**src/rtl/fp_compare_pipe.sv**
```systemverilog
// Two-stage, multi-lane IEEE-style floating-point comparator with valid/ready flow control.
// Stage 1 decodes each lane to sign, class and magnitude relation. Stage 2 resolves the requested relation and a popcount.

module fp_cmp_lane #(
  parameter int EXP_W = 8,
  parameter int MAN_W = 23
) (
  input  logic                     clk,
  input  logic                     rst,
  input  logic                     ld,
  input  logic [EXP_W+MAN_W:0]     a,
  input  logic [EXP_W+MAN_W:0]     b,
  input  logic [2:0]               mode,
  output logic                     res,
  output logic                     unord
);
  localparam int W = 1 + EXP_W + MAN_W;

  localparam logic [2:0] MODE_LT = 3'd0;
  localparam logic [2:0] MODE_LE = 3'd1;
  localparam logic [2:0] MODE_EQ = 3'd2;
  localparam logic [2:0] MODE_GE = 3'd3;
  localparam logic [2:0] MODE_GT = 3'd4;
  localparam logic [2:0] MODE_NE = 3'd5;

  logic sign_a_d, sign_b_d, nan_a_d, nan_b_d, zero_a_d, zero_b_d, mag_gt_d, mag_eq_d;
  logic sign_a_q, sign_b_q, nan_a_q, nan_b_q, zero_a_q, zero_b_q, mag_gt_q, mag_eq_q;

  // exp||mantissa ordered as an unsigned integer gives the magnitude order
  always_comb begin
    sign_a_d = a[W-1];
    sign_b_d = b[W-1];
    nan_a_d  = (&a[W-2 -: EXP_W]) && (|a[MAN_W-1:0]);
    nan_b_d  = (&b[W-2 -: EXP_W]) && (|b[MAN_W-1:0]);
    zero_a_d = ~|a[W-2:0];
    zero_b_d = ~|b[W-2:0];
    mag_gt_d = a[W-2:0] > b[W-2:0];
    mag_eq_d = a[W-2:0] == b[W-2:0];
  end

  always_ff @(posedge clk or posedge rst) begin
    if (rst) begin
      sign_a_q <= 1'b0;
      sign_b_q <= 1'b0;
      nan_a_q  <= 1'b0;
      nan_b_q  <= 1'b0;
      zero_a_q <= 1'b0;
      zero_b_q <= 1'b0;
      mag_gt_q <= 1'b0;
      mag_eq_q <= 1'b0;
    end else if (ld) begin
      sign_a_q <= sign_a_d;
      sign_b_q <= sign_b_d;
      nan_a_q  <= nan_a_d;
      nan_b_q  <= nan_b_d;
      zero_a_q <= zero_a_d;
      zero_b_q <= zero_b_d;
      mag_gt_q <= mag_gt_d;
      mag_eq_q <= mag_eq_d;
    end
  end

  logic eq, lt, gt;

  always_comb begin
    eq = (zero_a_q && zero_b_q) || ((sign_a_q == sign_b_q) && mag_eq_q);
    if (zero_a_q && zero_b_q)
      lt = 1'b0;
    else if (sign_a_q != sign_b_q)
      lt = sign_a_q;
    else if (sign_a_q)
      lt = mag_gt_q;
    else
      lt = !mag_gt_q && !mag_eq_q;
    gt    = !lt && !eq;
    unord = nan_a_q || nan_b_q;
    res   = 1'b0;
    if (unord)
      res = (mode == MODE_NE);
    else begin
      case (mode)
        MODE_LT: res = lt;
        MODE_LE: res = lt || eq;
        MODE_EQ: res = eq;
        MODE_GE: res = gt || eq;
        MODE_GT: res = gt;
        MODE_NE: res = !eq;
        default: res = 1'b0;
      endcase
    end
  end
endmodule

module fp_compare_pipe #(
  parameter int EXP_W = 8,
  parameter int MAN_W = 23,
  parameter int LANES = 4
) (
  input  logic                             clk,
  input  logic                             rst,
  input  logic                             in_valid,
  output logic                             in_ready,
  input  logic [2:0]                       in_mode,
  input  logic [LANES*(1+EXP_W+MAN_W)-1:0] in_a,
  input  logic [LANES*(1+EXP_W+MAN_W)-1:0] in_b,
  output logic                             out_valid,
  input  logic                             out_ready,
  output logic [LANES-1:0]                 out_res,
  output logic [LANES-1:0]                 out_unord,
  output logic [$clog2(LANES+1)-1:0]       out_count
);
  localparam int W     = 1 + EXP_W + MAN_W;
  localparam int CNT_W = $clog2(LANES+1);

  logic [2:1]       vld_pipe_d, vld_pipe_q;
  logic [2:0]       mode_d, mode_q;
  logic             adv1, adv2, accept, ld2;
  logic [LANES-1:0] res_c, unord_c;

  logic [LANES-1:0] out_res_d, out_res_q, out_unord_d, out_unord_q;
  logic [CNT_W-1:0] out_count_d, out_count_q;

  // in_ready looks through both stages so a draining pipe accepts without a bubble
  always_comb begin
    adv2       = !vld_pipe_q[2] || out_ready;
    adv1       = !vld_pipe_q[1] || adv2;
    accept     = in_valid && adv1;
    ld2        = adv2 && vld_pipe_q[1];
    vld_pipe_d = vld_pipe_q;
    if (adv2) vld_pipe_d[2] = vld_pipe_q[1];
    if (adv1) vld_pipe_d[1] = in_valid;
    mode_d     = accept ? in_mode : mode_q;
  end

  assign in_ready = adv1;

  for (genvar i = 0; i < LANES; i++) begin : g_lane
    fp_cmp_lane #(.EXP_W(EXP_W), .MAN_W(MAN_W)) u_lane (
      .clk   (clk),
      .rst   (rst),
      .ld    (accept),
      .a     (in_a[i*W +: W]),
      .b     (in_b[i*W +: W]),
      .mode  (mode_q),
      .res   (res_c[i]),
      .unord (unord_c[i])
    );
  end

  always_comb begin
    out_res_d   = out_res_q;
    out_unord_d = out_unord_q;
    out_count_d = out_count_q;
    if (ld2) begin
      out_res_d   = res_c;
      out_unord_d = unord_c;
      out_count_d = '0;
      for (int i = 0; i < LANES; i++)
        out_count_d = out_count_d + CNT_W'(res_c[i]);
    end
  end

  always_ff @(posedge clk or posedge rst) begin
    if (rst) begin
      vld_pipe_q  <= '0;
      mode_q      <= '0;
      out_res_q   <= '0;
      out_unord_q <= '0;
      out_count_q <= '0;
    end else begin
      vld_pipe_q  <= vld_pipe_d;
      mode_q      <= mode_d;
      out_res_q   <= out_res_d;
      out_unord_q <= out_unord_d;
      out_count_q <= out_count_d;
    end
  end

  assign out_valid = vld_pipe_q[2];
  assign out_res   = out_res_q;
  assign out_unord = out_unord_q;
  assign out_count = out_count_q;
endmodule

```
**config.mk**
```make
export PLATFORM = sky130hd
export DESIGN_NAME = fp_compare_pipe
export DESIGN_NICKNAME = d
export VERILOG_FILES = /design/src/rtl/fp_compare_pipe.sv
export SDC_FILE = /design/constraint.sdc
export NUM_CORES = 1
export LEC_CHECK = 0
export ABC_AREA = 0
export CAP_MARGIN = 10
export CORE_ASPECT_RATIO = 1.1
export CORE_MARGIN = 2
export CORE_UTILIZATION = 44
export DETAILED_ROUTE_END_ITERATION = 7
export PLACE_DENSITY_LB_ADDON = 0.2
export REMOVE_ABC_BUFFERS = 1
export SYNTH_ARGS = -nofsm -noshare
export SYNTH_HDL_FRONTEND = slang
export SYNTH_HIERARCHICAL = 1
export SYNTH_SLANG_ARGS = --single-unit
```
**constraint.sdc**
```tcl
create_clock -name clk -period 2.9 [get_ports clk]
set_input_delay 0.87 -clock clk [delete_from_list [all_inputs] [get_ports clk]]
set_output_delay 0.87 -clock clk [all_outputs]
set_load 0.02 [all_outputs]
```
==> impl_metrics.csv <==
group,metric,value,unit
synthesis,synth_cell_type_count,41,
finish,drive_gt1_frac,0.0620,
setup_path,endpoint_kind,"flop",
outcome,status,"complete, no violations",
finish,multi_input_area,4350,um2
floorplan,dieArea,15000,um2
drt,viasPerCell,5.35,
min_path,hold_start,"g_lane[1].u_lane/nan_b_q$_DFFE_PP0P_",
min_path,whs_path_depth,1,
setup_path,worst_ep_required_time,3060,ps
clock_tree,clk_latency,290,ps
synthesis,synth-xor-area-share,0.00567,
floorplan,placementRows,45,
finish,layout_common_cells,"clkdlybuf4s50_1 (274), inv_1 (165), ha_1 (124), nor4_1 (60), nand4_1 (56)",
synthesis,synth-compound-area-share,0.139,
clock_tree,clk_pin_slew_worst_paths,70,ps
synthesis,synthAdderAreaFrac,0.259,
drt,drt_pre_antenna_iters,4,
placement,place_congestion,0.925,
floorplan,core-area,13700,um2
job,max_cap_viol_count,0,
grt,grt_pass1_wl,29200,um
setup_path,cp_slowest_cell,"fa_1",
synthesis,syn_avg_cell_area,8.01,um2
drt,drcViolationCount,0,
sta,whs,510,ps
min_path,min_to,"g_lane[1].u_lane/nan_b_q$_DFFE_PP0P_",
synthesis,synth_flop_cell,"dfrtp_1",
sta,slew_viol_final,0,
synthesis,synth_cells,771,
finish,n_fill_cell,1221,
grt,overflow,0,
placement,io_buffers,275,
setup_path,rrSetupSlack,70,ps
min_path,min_path_type,"flop to flop",
drt,routedWlPerCell,14.5,um
clock_tree,holdBufCountCts,0,
synthesis,yosys.area.top_type_share,0.255,
clock_tree,cts_tree,"built",
finish,final_nets,1454,
setup_path,crit_path_max_fanout,3,
synthesis,yosysWarningCount,6,
synthesis,synth_area_leaders,"ha_1 (26%), dfrtp_1 (19%), inv_1 (10%), nor4_1 (6.1%), nand4_1 (5.7%)",
sta,final.min_clock_period,2830,ps
grt,antenna_found_initial,0,
sta,fmax,0.353,GHz
power,power_leakage,4.51,nW
sta,finalCritPeriodShare,0.977,
drt,wl,18100,um
sta,setup_tns,0,ps
drt,vias,6704,
synthesis,synth_top_family_by_area,"adder cells",
floorplan,die_x,117,um
setup_path,start_kind,"flop",
setup_path,max_stage_delay,520,ps
placement,place_inst,1242,
setup_path,crit_buf_inv,2,
finish,layout_commonest_cell,"clkdlybuf4s50_1",
grt,grt_max_degree,25,
floorplan,die_h,128,um
grt,first_global_vias,6783,
clock_tree,cts_sinks,48,
setup_path,critPathTopFamily,"adder cells",
power,power-per-cell-area,293,nW/um2
sta,fin_skew,13.9,ps
synthesis,synthSimpleGateAreaFrac,0.230,
finish,seq_area,1200,um2
clock_tree,cts_max_level,2,
drt,drt_iter0_drc,256,
power,finalPower,0.00277,W
placement,dp_hpwl,16100,um
finish,syn2layout_area_growth,53.1,%
synthesis,ys_ff_latch,48,
setup_path,path_cells,"xor2_1 -> o21ai_2 -> or4b_4 -> o211ai_1 -> a21o_1 -> inv_2 -> fa_1 -> inv_1 -> ha_2 -> ha_4 -> mux2_4",
floorplan,initial_utilization,0.449,
finish,final-instance-count-excl-fill,1253,
setup_path,r2r_end,"out_count[1]$_DFFE_PP0P_",
setup_path,reg2reg_from,"g_lane[3].u_lane/sign_a_q$_DFFE_PP0P_",
synthesis,syn_area,6170,um2
floorplan,ioPinCount,276,
finish,antenna_cells,0,
sta,worstMarginPinSlew,632,ps
clock_tree,clock-root-buffer,"clkbuf_16",
setup_path,crit_type,"flop to flop",
synthesis,synth_edf_count,0,
clock_tree,clock_path_buffers,2,
setup_path,ff2ff_path_depth,11,
clock_tree,cts_made_buffers,5,
synthesis,seq_area_frac_synth,0.195,
power,ir_worst_vdd,0.333,mV
sta,maxSlewHeadroom,0.578,
setup_path,arrival,3000,ps
sta,rsz0062_at_grt,"yes",
sta,hold_viol,0,
synthesis,synth_area_leader_cell,"ha_1",
drt,ant_nets,0,
sta,finalSetupViolations,0,
grt,grtUsageTotal,0.237,
synthesis,synth_mux_area_frac,0.0673,
synthesis,ys_async_sr_fraction,1.00,
kinds of logic after synthesis:
logic type      count (synthesis)
compound gates                136
xor+xnor                        4
fa+ha+maj                     127
buf+inv                       172
flops                          48
mux                            34
simple gates                  250
state kept, by name, summed over array words and instances (netlist names):
| signal | cells |
|---|---|
| vld_pipe_q | 2 |
| g_lane.u_lane/zero_a_q | 4 |
| g_lane.u_lane/nan_b_q | 4 |
| mode_q | 3 |
| out_unord | 4 |
| out_res | 4 |
| g_lane.u_lane/sign_b_q | 4 |
| out_count | 3 |
| g_lane.u_lane/mag_eq_q | 4 |
| g_lane.u_lane/nan_a_q | 4 |
| g_lane.u_lane/zero_b_q | 4 |
| g_lane.u_lane/mag_gt_q | 4 |
| g_lane.u_lane/sign_a_q | 4 |
synthesized netlist by cell type, types with 2 or more instances:
| library cell | number |
|---|---|
| nand3_1 | 20 |
| nand4_1 | 56 |
| o21bai_1 | 4 |
| nand2_4 | 4 |
| mux2_4 | 10 |
| nor2_1 | 32 |
| or2b_1 | 2 |
| a2111oi_0 | 4 |
| clkbuf_1 | 4 |
| o211ai_1 | 8 |
| nand2b_1 | 4 |
| nor4_1 | 60 |
| a31oi_1 | 8 |
| mux2i_1 | 4 |
| o31ai_1 | 4 |
| or4b_1 | 4 |
| o21ai_1 | 8 |
| nand3b_1 | 5 |
| nor3_1 | 24 |
| a221oi_1 | 4 |
| o311ai_1 | 4 |
| o221ai_1 | 4 |
| inv_1 | 167 |
| nand2_1 | 25 |
| and3_1 | 4 |
| mux2_2 | 20 |
| a21oi_1 | 40 |
| a2bb2oi_1 | 4 |
| xor2_1 | 4 |
| nor2b_1 | 4 |
| o21ai_0 | 24 |
| a211oi_1 | 8 |
| ha_1 | 126 |
| dfrtp_1 | 48 |
| o21a_1 | 4 |
| and2_1 | 4 |
| a21o_1 | 8 |
cell type report:
cell class	instances	share of cell area
flip-flops and latches	48	0.127
multi-input cells	551	0.460
repair buffers	291	0.306
clock buffers	6	0.0136
clock inverters	2	0.00172
well taps	188	0.0249
inverters	167	0.0663
worst register-to-register path, cell delays in order (launching register included):
cell	delay (ps)
dfrtp_1	400
xor2_1	210
o21ai_2	100
or4b_4	510
o211ai_1	90
a21o_1	170
inv_2	50
fa_1	520
inv_1	40
ha_2	170
ha_4	200
mux2_4	260
timing repair:
item / 4_1_cts / 5_1_grt
endpoints found under the setup margin: 1 / 2
pin swaps: 0 / 9
gates resized for setup: 1 / 7
setup buffers: 0 / 3
worst max path at each step:
stage | endpoint | cells after the start | start | slack [ps]
2_1_floorplan | out_count[1]$_DFFE_PP0P_ | 11 | g_lane[0].u_lane/sign_b_q$_DFFE_PP0P_ | 180
3_3_place_gp | in_ready | 3 | out_ready | -40
3_5_place_dp | in_ready | 3 | out_ready | -40
4_1_cts | out_count[1]$_DFFE_PP0P_ | 11 | g_lane[0].u_lane/sign_b_q$_DFFE_PP0P_ | 10
5_1_grt | out_count[1]$_DFFE_PP0P_ | 11 | g_lane[3].u_lane/sign_a_q$_DFFE_PP0P_ | -80
6_report | out_count[1]$_DFFE_PP0P_ | 11 | g_lane[3].u_lane/sign_a_q$_DFFE_PP0P_ | 70
through the flow:
step / utilization / worst slack (ps) / cell area [um2]
2_1_floorplan: - / 181 / 6150
3_3_place_gp: 0.674 / -37.9 / 9260
3_5_place_dp: 0.674 / -40.4 / 9260
4_1_cts: 0.684 / 10.5 / 9400
5_1_grt: 0.688 / -82.3 / 9450
6_report: 0.688 / 66.0 / 9450
power breakdown:
group	switching, W	internal, W	leakage [nW]
Sequential	0.0000651	0.000748	0.622
Combinational	0.000603	0.000795	3.82
Clock	0.000241	0.000321	0.0671
per-layer routing:
layer | routed length, um | GRT usage
met2 | 9030 | 0.435
met5 | 0 | 0
met1 | 7560 | 0.281
met3 | 1060 | 0.0392
met4 | 463 | 0.0657
(Power assumes the default switching activity.)
